===== config.mk =====
export PLATFORM = sky130hd
export DESIGN_NAME = ibex_mem_arbiter
export DESIGN_NICKNAME = d
export VERILOG_FILES = /design/src/rtl/ibex_mem_arbiter.sv
export SDC_FILE = /design/constraint.sdc
export NUM_CORES = 1
export LEC_CHECK = 0
export CORE_AREA = 2 2 109 111
export CTS_BUF_LIST = sky130_fd_sc_hd__clkbuf_8 sky130_fd_sc_hd__clkbuf_16
export CTS_CLUSTER_SIZE = 28
export DETAILED_ROUTE_END_ITERATION = 6
export DIE_AREA = 0 0 111 113
export PLACE_DENSITY = 0.66
export SLEW_MARGIN = 10
export SYNTH_ARGS = -nofsm -noshare
export SYNTH_HDL_FRONTEND = slang
export SYNTH_SLANG_ARGS = --single-unit

===== constraint.sdc =====
create_clock -name clk_i -period 2.8 [get_ports clk_i]
set_clock_uncertainty 0.15 [all_clocks]
set_input_delay 0.56 -clock clk_i [delete_from_list [all_inputs] [get_ports clk_i]]
set_output_delay 0.56 -clock clk_i [all_outputs]
set_load 0.05 [all_outputs]

===== src/rtl/ibex_mem_arbiter.sv =====
// Arbitrates the Ibex instruction-fetch and load/store ports onto one shared memory port.
// Grants alternate between the two sources, and read responses are routed back in order.
module ibex_mem_arbiter #(
    parameter int unsigned MaxOutstanding = 2,
    parameter bit          DataFirst      = 1'b1
) (
    input  logic        clk_i,
    input  logic        rst_ni,

    input  logic        instr_req_i,
    input  logic [31:0] instr_addr_i,
    output logic        instr_gnt_o,
    output logic        instr_rvalid_o,
    output logic [31:0] instr_rdata_o,
    output logic        instr_err_o,

    input  logic        data_req_i,
    input  logic        data_we_i,
    input  logic [3:0]  data_be_i,
    input  logic [31:0] data_addr_i,
    input  logic [31:0] data_wdata_i,
    output logic        data_gnt_o,
    output logic        data_rvalid_o,
    output logic [31:0] data_rdata_o,
    output logic        data_err_o,

    output logic        mem_req_o,
    output logic        mem_we_o,
    output logic [3:0]  mem_be_o,
    output logic [31:0] mem_addr_o,
    output logic [31:0] mem_wdata_o,
    input  logic        mem_gnt_i,
    input  logic        mem_rvalid_i,
    input  logic [31:0] mem_rdata_i,
    input  logic        mem_err_i,

    output logic        busy_o
);

    localparam int unsigned CntW = $clog2(MaxOutstanding + 1);

    typedef enum logic [1:0] {
        LOCK_NONE  = 2'd0,
        LOCK_INSTR = 2'd1,
        LOCK_DATA  = 2'd2
    } lock_e;

    lock_e                     lock_q, lock_d;
    logic                      ptr_q, ptr_d;
    logic [CntW-1:0]           count_q, count_d;
    logic [MaxOutstanding-1:0] fifo_q, fifo_d;

    logic            full;
    logic            sel_data;
    logic            sel_valid;
    logic            push;
    logic            pop;
    logic [CntW-1:0] widx;

    // Source selection: a stalled request keeps ownership, otherwise round-robin.
    always_comb begin
        full = (count_q == CntW'(MaxOutstanding));
        if (lock_q == LOCK_INSTR && instr_req_i) begin
            sel_data = 1'b0;
        end else if (lock_q == LOCK_DATA && data_req_i) begin
            sel_data = 1'b1;
        end else if (instr_req_i && data_req_i) begin
            sel_data = ptr_q;
        end else begin
            sel_data = data_req_i;
        end
        sel_valid = (instr_req_i || data_req_i) && !full;
    end

    assign push = sel_valid && mem_gnt_i;
    assign pop  = mem_rvalid_i && (count_q != '0);

    // Request path towards memory.
    always_comb begin
        mem_req_o   = sel_valid;
        mem_we_o    = 1'b0;
        mem_be_o    = 4'h0;
        mem_addr_o  = 32'h0;
        mem_wdata_o = 32'h0;
        if (sel_valid) begin
            if (sel_data) begin
                mem_we_o    = data_we_i;
                mem_be_o    = data_be_i;
                mem_addr_o  = data_addr_i;
                mem_wdata_o = data_wdata_i;
            end else begin
                mem_be_o    = 4'hF;
                mem_addr_o  = instr_addr_i;
            end
        end
    end

    assign instr_gnt_o    = push && !sel_data;
    assign data_gnt_o     = push && sel_data;

    // Responses follow the head entry as it was before any same-cycle push.
    assign instr_rvalid_o = pop && !fifo_q[0];
    assign data_rvalid_o  = pop && fifo_q[0];
    assign instr_rdata_o  = mem_rdata_i;
    assign data_rdata_o   = mem_rdata_i;
    assign instr_err_o    = mem_err_i;
    assign data_err_o     = mem_err_i;

    assign busy_o         = (count_q != '0);

    // Next-state logic for lock, pointer and source FIFO.
    always_comb begin
        lock_d  = LOCK_NONE;
        ptr_d   = ptr_q;
        count_d = count_q;
        fifo_d  = fifo_q;
        widx    = count_q;

        if (push) begin
            lock_d = LOCK_NONE;
        end else if (sel_valid) begin
            lock_d = sel_data ? LOCK_DATA : LOCK_INSTR;
        end else if (lock_q == LOCK_INSTR && instr_req_i) begin
            lock_d = LOCK_INSTR;
        end else if (lock_q == LOCK_DATA && data_req_i) begin
            lock_d = LOCK_DATA;
        end

        if (push) begin
            ptr_d = !sel_data;
        end

        if (pop) begin
            fifo_d = fifo_q >> 1;
            widx   = count_q - CntW'(1);
        end
        for (int unsigned i = 0; i < MaxOutstanding; i++) begin
            if (push && widx == CntW'(i)) begin
                fifo_d[i] = sel_data;
            end
        end

        count_d = count_q + CntW'(push) - CntW'(pop);
    end

    always_ff @(posedge clk_i or negedge rst_ni) begin
        if (!rst_ni) begin
            lock_q  <= LOCK_NONE;
            ptr_q   <= DataFirst;
            count_q <= '0;
            fifo_q  <= '0;
        end else begin
            lock_q  <= lock_d;
            ptr_q   <= ptr_d;
            count_q <= count_d;
            fifo_q  <= fifo_d;
        end
    end

endmodule


-- Word level (Yosys, flattened, before mapping)
Cells that the tools add are included.
- add/sub/neg operators: 3
- eq/ne operators: 4
- mux-type cells: 20
- reduce and logical (&&, ||, !) cells: 20
- operators by type and width (cell ; count):
    $mux W32 ; 4
    $mux W2 ; 7
    $logic_and A1 B1 Y1 ; 12
    $mux W4 ; 2
    $mux W1 ; 7
    $reduce_bool A2 Y1 ; 3
    $eq A2 B1 Y1 const B ; 2
    $eq A2 B2 Y1 const B ; 2
    $logic_not A1 Y1 ; 3
    $add A2 B1 Y2 ; 1
    $logic_not A2 Y1 ; 1
    $sub A2 B1 Y2 ; 1
    $sub A2 B1 Y2 const B ; 1
    $logic_or A1 B1 Y1 ; 1
- register bits after elaboration: 7
- bits of input ports: 140
- output and inout bits: 141
- logic and storage cells: 52

-- Longest topological paths before layout
- word-level depth: 7
- mapped depth: 9
- depth with buffers taken out: 8

-- Worst setup path after synthesis
OpenSTA, ideal clock, no wires.
- path kind: register -> output
- start point: reg count_q[0]
- end point: out mem_addr_o[10]
- arrival: 1.716 ns
- setup slack: 0.374 ns
- cell stages (with the launch flop): 6
- buffers on the path: 1
- cells stage by stage: dfrtp_1 -> inv_1 -> ha_1 -> nor3b_2 -> clkbuf_1 -> a22o_1
- longest elaborated chain between the ends: 4
- RTL lines (what ; RTL line ; RTL):
    start, declared ; 50 ; logic [CntW-1:0] count_q, count_d;
    start signal, assigned ; 155 ; count_q <= count_d;
    $eq A2 B2 Y1 ; 62 ; full = (count_q == CntW'(MaxOutstanding));
    $logic_not A1 Y1 ; 72 ; sel_valid = (instr_req_i || data_req_i) && !full;
    $logic_and A1 B1 Y1 ; 72 ;
    $mux W32 ; 85 ; if (sel_valid) begin
    end, declared ; 30 ; output logic [31:0] mem_addr_o,
No other way between the ends.

-- Worst setup path in the final report
- start point: reg count_q[0]
- end point: out mem_addr_o[7]
The elaborated chain is that of the path after synthesis.

==> results <==
-- cells in the final DEF, fill, tap and decap left out --
master	instances
nor2b_1	1
a22o_1	16
dfrtp_1	6
o211ai_1	2
buf_12	78
o2111a_1	1
and2b_4	1
buf_6	3
o21ba_2	1
a211oi_1	1
o2111ai_1	1
ha_1	2
ha_2	1
clkbuf_16	6
inv_1	5
nand2b_1	3
a22o_4	16
xnor2_1	2
buf_4	3
dlymetal6s2s_1	2
a21oi_1	5
nor4_1	1
nand2_1	2
o21bai_2	1
or3b_1	1
a31oi_1	1
a21oi_2	1
nor4b_1	1
clkdlybuf4s50_1	105
nor3b_4	1
o41ai_1	1
a21o_1	4
nor3_1	1
and2_1	35
nand4b_1	2
nand3_1	1
a31oi_4	1
nor2_1	5
inv_2	1
dfstp_2	1
-- stage by stage --
step | area [um2] | hold slack, ns
final | 4210 | 0.399
after global routing | 4210 | 0.430
after CTS | 3970 | 0.409
after detailed placement | 3870 | 0.400
after global placement | 3870 | 0.378
after floorplan | 1630 | 0.114
-- cells in the mapped netlist, types with 3 or more instances --
| master | count |
|---|---|
| buf_6 | 5 |
| a21oi_1 | 6 |
| a21o_1 | 4 |
| inv_1 | 5 |
| ha_1 | 3 |
| a22o_1 | 32 |
| dfrtp_1 | 6 |
| buf_2 | 4 |
| nand2b_1 | 3 |
| nor2_1 | 5 |
| and2_1 | 35 |
| buf_4 | 68 |
-- routing by layer --
metal / vias up / GRT usage / wire length, um
li1: 875 / - / -
met1: 863 / 0.129 / 2900
met2: 138 / 0.192 / 3900
met3: 50 / 0.0257 / 750
met4: 0 / 0.0642 / 388
met5: - / 0 / 0
-- sequential cells by signal, summed over array words and instances, names as in the netlist --
name and cells:
count_q 2, fifo_q 2, lock_q 2, ptr_q 1
-- worst min-delay path: stages, from the launching register on --
cell	delay (ns)
dfstp_2	0.37
a21oi_1	0.11
a21oi_1	0.06
-- cell families (layout without fill, tap and decap cells) --
group,Yosys count,in the layout,share of synthesized area
buffers and inverters,85,203,0.378
XOR/XNOR,2,2,0.0107
flip-flops,7,7,0.108
adder cells (fa/ha/maj),3,3,0.0230
AND/OR/NAND/NOR,55,55,0.211
AO/OA/AOI/OAI,52,52,0.270
-- power by group through the flow --
| stage | registers (mW) | logic (mW) | clock network, mW |
|---|---|---|---|
| after floorplan | 0.180 | 2.05 | 0 |
| after global placement | 0.185 | 3.49 | 0 |
| after detailed placement | 0.192 | 3.53 | 0 |
| after CTS | 0.191 | 3.55 | 0.247 |
| after global routing | 0.195 | 3.90 | 0.256 |
| final | 0.191 | 3.75 | 0.244 |
-- cell type report --
cell class              instances  share of cell area
flip-flops and latches          7              0.0419
inverters                       5             0.00445
repair buffers                194               0.657
clock buffers                   3              0.0178
multi-input cells             112               0.235
well taps                     143              0.0425
clock inverters                 1            0.000891
-- final timing paths --
check                                           from               endpoint  slack [ns]
worst max-delay path            count_q[0]$_DFF_PN0_          mem_addr_o[7]         0.1
worst min-delay path               ptr_q$_DFFE_PN1N_      ptr_q$_DFFE_PN1N_        0.40
worst max register to register  count_q[0]$_DFF_PN0_   count_q[1]$_DFF_PN0_        0.49
worst min register to register     ptr_q$_DFFE_PN1N_      ptr_q$_DFFE_PN1N_        0.40
max in group asynchronous                     rst_ni      ptr_q$_DFFE_PN1N_        1.76
min in group asynchronous                     rst_ni  fifo_q[1]$_DFFE_PN0P_        0.45
-- repair_timing --
item	4_1_cts	5_1_grt
pin swaps	0	2
hold buffers	0	0
gates resized for setup	2	21
gates cloned	0	4
setup buffers	0	2
endpoints found under the setup margin	2	71
==> flow_summary.yaml <==
detailed_routing:
  wl_per_cell_um: 17.1
  drt-total-wl_mm: 7.93
  first_pass_iters: 4
  ant_nets: 0
  drc: 0
  vias_per_cell: 4.14
  drt_iter0_drc: 113
  vias: 1926
job:
  max_cap_viol_count: 0
worst_setup_path:
  slowest_delay_ns: 0.44
  cp-start-kind: "register"
  criticalPathCategory: "register to output port"
  path_buf_inv: 4
  crit_arrival_ns: 1.99
  reg2reg_depth: 8
  cp.depth: 7
  crit_chain: "inv_1 > ha_2 > nor3b_4 > buf_6 > clkbuf_16 > a22o_1 > buf_12"
  required_ns: 2.09
  crit_family: "buffers and inverters"
  critPathCaptureType: "output port"
  cp_max_fo: 6
  cp_slowest_cell: "dfrtp_1"
sta:
  rsz0062_at_grt: "false"
  tightest_slew_ns: 0.488
  fin_setup_tns_ns: 0
  setup_ws_ns: 0.0956
  setup_violations: 0
  slew_headroom: 0.674
  post-route-period-util: 0.966
  fmax_ghz: 0.370
  fin_crit_ns: 2.70
  maxSlewViolCount: 0
  hold_violations: 0
pwr:
  p_sw_mw: 2.02
  pwr-share-seq: 0.046
  intPower_mw: 2.17
  p_per_area_nw_per_um2: 993
  p_leak_nw: 1.76
  ir_drop_mv: 0.503
  p_sw_frac: 0.483
  combPwrFrac: 0.896
  clockPowerShare: 0.058
  p_total_mw: 4.18
cells_and_area:
  num_antenna_cells: 0
  postLayoutCoreUtil: 0.374
  fin_cells: 465
  nets: 466
  multi_input_area_um2: 992
  area_growth_pct: 158
  regArea_um2: 176
  drive_gt1_frac: 0.357
  fillerInstances: 1069
logic_synthesis:
  synth-seq-cells: 7
  yosys.area.top_type_share: 0.312
  synth_top_cell_by_area: "buf_4"
  async_flop_share: 1.00
  postSynthCellCount: 204
  syn_nets: 347
  synth_edf_count: 0
  synth_ff_type: "dfrtp_1"
  seq_area_frac_synth: 0.108
  syn_avg_cell_area_um2: 8.01
  synth_warnings: 0
  synth_area_leaders: "buf_4, a22o_1, and2_1, dfrtp_1, buf_6"
  netlist_area_um2: 1630
  ys_types: 35
die:
  rows: 39
  die_w_um: 111
  start_util: 0.145
  core-area_um2: 11300
  io_pins: 281
  dieHeight_um: 113
  dieArea_um2: 12500
clocking:
  clkTransAtPathRegs_ns: 0.04
  clk_path_buf_depth: 2
  cts_max_level: 1
  cts.sinks: 7
  numCtsBuffers: 3
  clock-root-buffer: "clkbuf_16"
  cts_tree: "done"
  clock_latency_ns: 0.23
global_route:
  antenna_found_initial: 0
  grt_pass1_wl_mm: 11.3
  grt_pass1_vias: 2037
  grt_use_total: 0.112
  overflow: 0
  grt_max_degree: 38
status:
  status: "finished, final reports clean"
placement:
  place_hpwl_mm: 6.30
  dp.cells: 455
  place_ws_ns: -0.0221
  gp_congestion: 0.927
  io_buffers: 181
worst_hold_path:
  min_path_type: "register to register"
  min_delay_path_depth: 2
(Power assumes the default switching activity.)
